<file path="src/rtl/mem_access_unit.sv">
// MEM-stage load/store unit: checks and aligns a control-word memory request, drives the
// data-cache port until it responds (or times out) and returns the extended load result.
module mem_access_unit #(
    parameter int unsigned MAX_WAIT = 256
) (
    input  logic        clk,
    input  logic        rst,
    input  logic        mem_read,
    input  logic        mem_write,
    input  logic [2:0]  funct3,
    input  logic [31:0] addr,
    input  logic [31:0] store_data,
    output logic        stall,
    output logic [31:0] load_data,
    output logic        done,
    output logic        err,
    output logic [31:0] dmem_address,
    output logic        dmem_read,
    output logic        dmem_write,
    output logic [3:0]  dmem_mbe,
    output logic [31:0] dmem_wdata,
    input  logic [31:0] dmem_rdata,
    input  logic        dmem_resp
);

    localparam int unsigned CntW = (MAX_WAIT > 2) ? $clog2(MAX_WAIT) : 1;
    localparam logic [CntW-1:0] WaitLast = CntW'(MAX_WAIT - 1);

    typedef enum logic [1:0] {
        StIdle,
        StBusy,
        StDone
    } state_e;

    state_e state_q, state_d;

    logic [31:0]     dmem_address_q, dmem_address_d;
    logic            dmem_read_q, dmem_read_d;
    logic            dmem_write_q, dmem_write_d;
    logic [3:0]      dmem_mbe_q, dmem_mbe_d;
    logic [31:0]     dmem_wdata_q, dmem_wdata_d;
    logic [2:0]      f3_q, f3_d;
    logic [1:0]      off_q, off_d;
    logic [CntW-1:0] wait_q, wait_d;
    logic [31:0]     load_q, load_d;
    logic            err_q, err_d;

    logic        req;
    logic        illegal;
    logic        timeout;
    logic [3:0]  store_mbe;
    logic [31:0] store_wdata;
    logic [15:0] lane;
    logic [31:0] load_ext;

    assign req     = mem_read | mem_write;
    assign timeout = (wait_q == WaitLast);

    // Anything the cache must never see: bad width, bad alignment, or both strobes at once.
    always_comb begin
        illegal = 1'b0;
        if (mem_read && mem_write) begin
            illegal = 1'b1;
        end else begin
            case (funct3)
                3'b000:  illegal = 1'b0;
                3'b001:  illegal = addr[0];
                3'b010:  illegal = |addr[1:0];
                3'b100:  illegal = mem_write;
                3'b101:  illegal = mem_write | addr[0];
                default: illegal = 1'b1;
            endcase
        end
    end

    always_comb begin
        case (funct3[1:0])
            2'b00:   store_mbe = 4'b0001 << addr[1:0];
            2'b01:   store_mbe = 4'b0011 << addr[1:0];
            default: store_mbe = 4'b1111;
        endcase
        store_wdata = funct3[1] ? store_data : (store_data << {addr[1:0], 3'b000});
    end

    // Low 16 bits of the read word shifted down to the accessed byte lane.
    always_comb begin
        case (off_q)
            2'd0:    lane = dmem_rdata[15:0];
            2'd1:    lane = dmem_rdata[23:8];
            2'd2:    lane = dmem_rdata[31:16];
            default: lane = {8'h00, dmem_rdata[31:24]};
        endcase
    end

    always_comb begin
        case (f3_q)
            3'b000:  load_ext = {{24{lane[7]}}, lane[7:0]};
            3'b100:  load_ext = {24'h000000, lane[7:0]};
            3'b001:  load_ext = {{16{lane[15]}}, lane[15:0]};
            3'b101:  load_ext = {16'h0000, lane[15:0]};
            default: load_ext = dmem_rdata;
        endcase
    end

    // FSM: state register
    always_ff @(posedge clk) begin
        if (rst) begin
            state_q <= StIdle;
        end else begin
            state_q <= state_d;
        end
    end

    // FSM: next state
    always_comb begin
        state_d = state_q;
        unique case (state_q)
            StIdle: begin
                if (req) begin
                    state_d = illegal ? StDone : StBusy;
                end
            end
            StBusy: begin
                if (dmem_resp || timeout) begin
                    state_d = StDone;
                end
            end
            StDone:  state_d = StIdle;
            default: state_d = StIdle;
        endcase
    end

    // FSM: outputs
    always_comb begin
        stall = 1'b0;
        done  = 1'b0;
        unique case (state_q)
            StIdle:  stall = req & ~illegal;
            StBusy:  stall = 1'b1;
            StDone:  done = 1'b1;
            default: ;
        endcase
    end

    always_comb begin
        dmem_address_d = dmem_address_q;
        dmem_read_d    = dmem_read_q;
        dmem_write_d   = dmem_write_q;
        dmem_mbe_d     = dmem_mbe_q;
        dmem_wdata_d   = dmem_wdata_q;
        f3_d           = f3_q;
        off_d          = off_q;
        wait_d         = wait_q;
        load_d         = load_q;
        err_d          = err_q;
        unique case (state_q)
            StIdle: begin
                if (req && illegal) begin
                    err_d  = 1'b1;
                    load_d = '0;
                end else if (req) begin
                    dmem_address_d = {addr[31:2], 2'b00};
                    dmem_read_d    = mem_read;
                    dmem_write_d   = mem_write;
                    dmem_mbe_d     = mem_write ? store_mbe : 4'b0000;
                    dmem_wdata_d   = mem_write ? store_wdata : '0;
                    f3_d           = funct3;
                    off_d          = addr[1:0];
                    wait_d         = '0;
                end
            end
            StBusy: begin
                if (dmem_resp) begin
                    dmem_read_d  = 1'b0;
                    dmem_write_d = 1'b0;
                    err_d        = 1'b0;
                    load_d       = dmem_read_q ? load_ext : '0;
                end else if (timeout) begin
                    dmem_read_d  = 1'b0;
                    dmem_write_d = 1'b0;
                    err_d        = 1'b1;
                    load_d       = '0;
                end else begin
                    wait_d = wait_q + CntW'(1);
                end
            end
            // err only qualifies the done pulse; clear it on the way back to idle.
            StDone:  err_d = 1'b0;
            default: ;
        endcase
    end

    always_ff @(posedge clk) begin
        if (rst) begin
            dmem_address_q <= '0;
            dmem_read_q    <= 1'b0;
            dmem_write_q   <= 1'b0;
            dmem_mbe_q     <= '0;
            dmem_wdata_q   <= '0;
            f3_q           <= '0;
            off_q          <= '0;
            wait_q         <= '0;
            load_q         <= '0;
            err_q          <= 1'b0;
        end else begin
            dmem_address_q <= dmem_address_d;
            dmem_read_q    <= dmem_read_d;
            dmem_write_q   <= dmem_write_d;
            dmem_mbe_q     <= dmem_mbe_d;
            dmem_wdata_q   <= dmem_wdata_d;
            f3_q           <= f3_d;
            off_q          <= off_d;
            wait_q         <= wait_d;
            load_q         <= load_d;
            err_q          <= err_d;
        end
    end

    assign dmem_address = dmem_address_q;
    assign dmem_read    = dmem_read_q;
    assign dmem_write   = dmem_write_q;
    assign dmem_mbe     = dmem_mbe_q;
    assign dmem_wdata   = dmem_wdata_q;
    assign load_data    = load_q;
    assign err          = err_q;

endmodule

</file>
<file path="config.mk">
export PLATFORM = sky130hd
export DESIGN_NAME = mem_access_unit
export DESIGN_NICKNAME = d
export VERILOG_FILES = /design/src/rtl/mem_access_unit.sv
export SDC_FILE = /design/constraint.sdc
export NUM_CORES = 1
export LEC_CHECK = 0
export ABC_CLOCK_PERIOD_IN_PS = 6450
export BUFFER_PORTS_ARGS = -buffer_cell sky130_fd_sc_hd__buf_2
export CORE_MARGIN = 10
export CORE_UTILIZATION = 40
export DETAILED_ROUTE_END_ITERATION = 6
export GPL_TIMING_DRIVEN = 0
export HOLD_SLACK_MARGIN = 0.08
export PLACE_DENSITY = 0.71
export SYNTH_ARGS = -nofsm -noshare
export SYNTH_HDL_FRONTEND = slang
export SYNTH_SLANG_ARGS = --single-unit
</file>
<file path="constraint.sdc">
create_clock -name clk -period 6.45 [get_ports clk]
set_clock_uncertainty 0.05 [all_clocks]
set_input_delay 0.645 -clock clk [delete_from_list [all_inputs] [get_ports clk]]
set_output_delay 0.645 -clock clk [all_outputs]
set_load 0.02 [all_outputs]
</file>
==> results of run 1 <==
==> logic make-up (layout without fill, tap and decap cells) <==
logic type | after synthesis | after routing
XOR/XNOR | 1 | 1
buffers and inverters | 72 | 308
AND/OR/NAND/NOR | 210 | 210
adder cells (fa/ha/maj) | 4 | 4
AO/OA/AOI/OAI | 276 | 276
flip-flops | 116 | 116
multiplexers | 10 | 10
other | 1 | 2
==> report_power, final <==
part           switching, mW  internal [mW]  total [mW]
clock                  0.354          0.570       0.924
sequential            0.0130          0.742       0.755
combinational          0.208          0.118       0.327
total                  0.575           1.43        2.01
==> cells in the final DEF, fill, tap and decap left out, drive strengths merged, types with 3 or more instances in the layout <==
cell      instances
a21oi            97
o221ai            3
a221oi            7
a2bb2oi          10
clkbuf           65
nor3b             8
o31ai             6
a211o             3
o211ai            6
dfxtp           116
nor2             34
o21a              4
a2111o            5
inv              16
nand2b           16
nor4              3
nand2           104
nor2b            15
nor3              7
a31oi             5
or3               6
a22oi            10
o21ai            51
a221o             5
mux2i             7
a21o              6
clkinvlp          3
clkinv            7
nand3             6
o22ai             8
or4               3
a22o              9
buf             215
o2bb2ai          26
o22a              6
mux2              3
ha                4
==> worst max-delay path: stages, from the launching register on <==
cell,delay (ns)
dfxtp_1,0.33
inv_1,0.08
ha_1,0.31
o21ai_1,0.21
or4_4,0.61
clkbuf_1,0.31
nand2b_1,0.16
buf_2,0.17
==> registers in the layout (all words and copies together), names as in the netlist <==
register	count
dmem_read	1
dmem_wdata	32
f3_q	3
state_q	2
off_q	2
dmem_address	30
dmem_mbe	4
err	1
load_data	32
dmem_write	1
wait_q	8
==> final timing paths <==
check / to / start / cells past startpoint
min: dmem_wdata[19] / dmem_wdata[19] / 2
max reg2reg: dmem_mbe[2] / state_q[0] / 8
min reg2reg: dmem_wdata[19] / dmem_wdata[19] / 2
max: stall / state_q[0] / 7
==> layout make-up <==
cell class	count	area (sq um)
fill	1370	6380
multi-input combinational	503	3000
sequential	116	2320
timing repair buffer	205	1030
clock buffer	17	425
buffer	58	239
tap	180	225
clock inverter	14	158
inverter	14	52.6
==> stage by stage <==
stage	utilization	hold slack, ns	worst slack [ns]	power, mW
4_1_cts	0.538	0.399	3.15	2.02
3_5_place_dp	0.496	0.393	3.34	1.09
2_1_floorplan	-	0.399	3.80	0.970
5_1_grt	0.539	0.407	3.02	2.09
3_3_place_gp	0.496	0.384	3.33	1.09
6_report	0.539	0.400	3.16	2.01
==> routing by layer <==
metal	vias up	part of all wire	global-route usage
met5	-	0	0
met4	0	0.011	0.0544
met3	18	0.11	0.0856
met2	312	0.46	0.314
met1	2799	0.41	0.245
li1	2959	-	-
==> impl_metrics.json, run 1 <==
{
  "final_cell_area_sq_um": 7450,
  "synth_mux_area_frac": 0.0185,
  "yosysWarnings": 0,
  "wl_per_cell_um": 18.3,
  "ir_drop_mv": 0.185,
  "first_iter_violations": 488,
  "nNetsFinal": 1023,
  "start_util": 0.405,
  "viasPerCell": 5.50,
  "cts_buffers": 17,
  "die_w_um": 138,
  "p_per_area_nw_per_um2": 269,
  "async_flop_share": 0,
  "yosys.area.top_type": "dfxtp_1",
  "dp_hpwl_mm": 15.4,
  "antenna_found_initial": 0,
  "synth_top_family_by_area": "compound AO/OA/AOI/OAI gates",
  "end_kind": "primary output",
  "clock_latency_ns": 0.42,
  "cts_hold_buffers": 0,
  "clock_tree.root_cell": "clkbuf_16",
  "syn_to_final_growth_pct": 32.9,
  "rows": 43,
  "cts_setup_buffers": 0,
  "synth_xor_area_frac": 0.00156,
  "htreeDepth": 4,
  "setup_viol": 0,
  "rsz0062_at_grt": "no",
  "cts_tree": "built",
  "final_hold_viol_count": 0,
  "vias": 6088,
  "slew_headroom": 0.372,
  "clk_path_buf_depth": 2,
  "grt_pass1_wl_mm": 31.6,
  "routabilityCongestion": 0.973,
  "drive_above_1_share": 0.275,
  "drcViolationCount": 0,
  "grtUsageTotal": 0.200,
  "arrival_ns": 2.59,
  "synthAdderAreaFrac": 0.00893,
  "drv_slew": 0,
  "ys_ff_latch": 116,
  "fmax_ghz": 0.304,
  "dpl_cell_area_sq_um": 6860,
  "worst_slew_pin_slew_ns": 0.940,
  "r2r_slack_ns": 3.72,
  "crit_path_max_fanout": 10,
  "port_buffers": 205,
  "synth_top_area_share": 0.415,
  "worstSetupPathType": "reg -> out",
  "ys_types": 59,
  "finalSetupTns_ns": 0,
  "grt-ovfl-total": 0,
  "synth_cells": 690,
  "avgSynthCellArea_sq_um": 8.12,
  "critPathRequiredTime_ns": 5.75,
  "hold_path.class": "reg -> reg",
  "antenna_cells": 0,
  "yosysSeqAreaShare": 0.415,
  "yosysMostFrequentCell": "dfxtp_1",
  "ant_nets": 0,
  "cts_resized": 0,
  "synth_area_sq_um": 5600,
  "synth_compound_area_frac": 0.324,
  "status": "finished, final reports clean",
  "wirelength_mm": 20.2,
  "power.leakage_nw": 3.22,
  "grt_pass1_vias": 5911,
  "fin_cells": 1107,
  "ys.flop_type": "dfxtp_1",
  "synth_simple_gate_area_frac": 0.180,
  "start_kind": "register",
  "place_inst": 1076,
  "cts.sinks": 116,
  "synth_area_leaders": "dfxtp_1 (41%), a21oi_1 (8.7%), nand2_1 (7.0%)",
  "cap_violations": 0,
  "synth_common_cells": "dfxtp_1 (116), nand2_1 (104), a21oi_1 (97), o21ai_0 (49), clkbuf_1 (48)",
  "timing.final.crit_period_ns": 3.29,
  "grt_max_degree": 17,
  "die_area_sq_um": 19100,
  "io-pin-count": 209,
  "die_height_um": 138,
  "clkTransAtPathRegs_ns": 0.06,
  "core_area_sq_um": 13800,
  "post-route-period-util": 0.510,
  "synth_edf_count": 0,
  "first_pass_iters": 5
}
(Power assumes the default switching activity.)
==> run 2, diff against run 1 <==
- ABC_CLOCK_PERIOD_IN_PS: 6450 -> 2800
- PLACE_DENSITY: 0.71 -> 0.74
- clock period: 6.45 -> 2.8 ns (I/O delays scaled with it)
==> impl_metrics.json, run 2 (same netlist as run 1, synthesis figures left out) <==
{
  "fmax_ghz": 0.380,
  "rows": 43,
  "syn_to_final_growth_pct": 40.3,
  "hold_path.class": "in -> reg",
  "die_height_um": 138,
  "die_area_sq_um": 19100,
  "port_buffers": 205,
  "p_per_area_nw_per_um2": 610,
  "ant_nets": 0,
  "first_iter_violations": 413,
  "die_w_um": 138,
  "cts_resized": 0,
  "final_hold_viol_count": 0,
  "drive_above_1_share": 0.265,
  "setup_viol": 0,
  "wl_per_cell_um": 18.3,
  "grt_pass1_vias": 6089,
  "post-route-period-util": 0.939,
  "io-pin-count": 209,
  "cts_tree": "built",
  "finalSetupTns_ns": 0,
  "end_kind": "primary output",
  "rsz0062_at_grt": "no",
  "clk_path_buf_depth": 2,
  "cts_buffers": 17,
  "clock_tree.root_cell": "clkbuf_16",
  "layout_commonest_cell": "buf_2",
  "fillers": 1259,
  "grt-ovfl-total": 0,
  "fin_cells": 1146,
  "status": "finished, final reports clean",
  "arrival_ns": 2.30,
  "cts.sinks": 116,
  "clkTransAtPathRegs_ns": 0.06,
  "clock_latency_ns": 0.41,
  "vias": 6341,
  "dp_hpwl_mm": 15.5,
  "ir_drop_mv": 0.383,
  "mostFrequentLayoutCells": "buf_2 (210), dfxtp_1 (116), nand2_1 (104)",
  "grt_pass1_wl_mm": 32.6,
  "viasPerCell": 5.53,
  "first_pass_iters": 5,
  "grt_max_degree": 17,
  "antenna_found_initial": 2,
  "nNetsFinal": 1060,
  "worst_slew_pin_slew_ns": 0.877,
  "core_area_sq_um": 13800,
  "htreeDepth": 4,
  "fin_util": 0.569,
  "drcViolationCount": 0,
  "crit_path_max_fanout": 13,
  "drv_slew": 0,
  "wirelength_mm": 21.0,
  "slew_headroom": 0.410,
  "place_inst": 1076,
  "timing.final.crit_period_ns": 2.63,
  "critPathRequiredTime_ns": 2.47,
  "grtUsageTotal": 0.205,
  "cap_violations": 0,
  "power.leakage_nw": 3.40,
  "routabilityCongestion": 0.943,
  "start_kind": "register",
  "worstSetupPathType": "reg -> out",
  "start_util": 0.405
}
run 2: final cells by class:
cell class | count | area, sq um | share of cell area
flip-flops and latches | 116 | 2320 | 0.295
diodes | 2 | 5.00 | 0.000637
well taps | 180 | 225 | 0.0286
inverters | 14 | 52.6 | 0.00668
plain buffers | 57 | 235 | 0.0299
multi-input cells | 503 | 3000 | 0.381
clock inverters | 11 | 150 | 0.0191
clock buffers | 20 | 467 | 0.0594
repair buffers | 243 | 1410 | 0.179
run 2: critical path, cell delays in order, from the launching register on:
cell and delay (ns):
dfxtp_1 0.31, inv_1 0.10, ha_1 0.31, o21ai_1 0.20, or4_4 0.69, nand2b_1 0.11, buf_2 0.17
run 2: per-layer routing:
metal / track usage / share of wire / vias up
met5: 0 / 0.00062 / -
met3: 0.0805 / 0.097 / 35
met1: 0.245 / 0.42 / 2945
met2: 0.328 / 0.47 / 322
li1: - / - / 3037
met4: 0.0721 / 0.018 / 2
run 2: through the flow:
step | power (mW) | area, sq um | hold slack [ns] | worst slack, ns
3_3_place_gp | 2.51 | 6860 | 0.379 | 0.0761
6_report | 4.80 | 7860 | 0.111 | 0.170
3_5_place_dp | 2.52 | 6860 | 0.389 | 0.0944
5_1_grt | 4.97 | 7860 | 0.114 | 0.0187
2_1_floorplan | 2.23 | 5610 | 0.331 | 0.672
4_1_cts | 4.81 | 7850 | 0.0872 | 0.0648
run 2: where the power goes:
| group | total, mW | internal [mW] | switching, mW | leakage, nW |
|---|---|---|---|---|
| sequential | 1.74 | 1.71 | 0.0304 | 0.939 |
| combinational | 0.798 | 0.307 | 0.491 | 2.17 |
| clock | 2.26 | 1.47 | 0.789 | 0.299 |
run 2: path summary, 6_finish.rpt:
path              slack [ns]                to  depth (start not counted)         start
setup / recovery        0.17             stall                          6    state_q[1]
hold / removal          0.11  dmem_address[30]                          3      addr[30]
setup reg to reg        0.20       dmem_mbe[2]                          8    state_q[1]
hold reg to reg         0.40      load_data[5]                          1  load_data[5]
run 2: what timing repair did:
action | 4_1_cts | 5_1_grt
setup buffers | 0 | 0
setup endpoints to repair | 1 | 13
pin swaps | 0 | 1
hold endpoints to repair | 38 | 0
hold buffers | 38 | 0
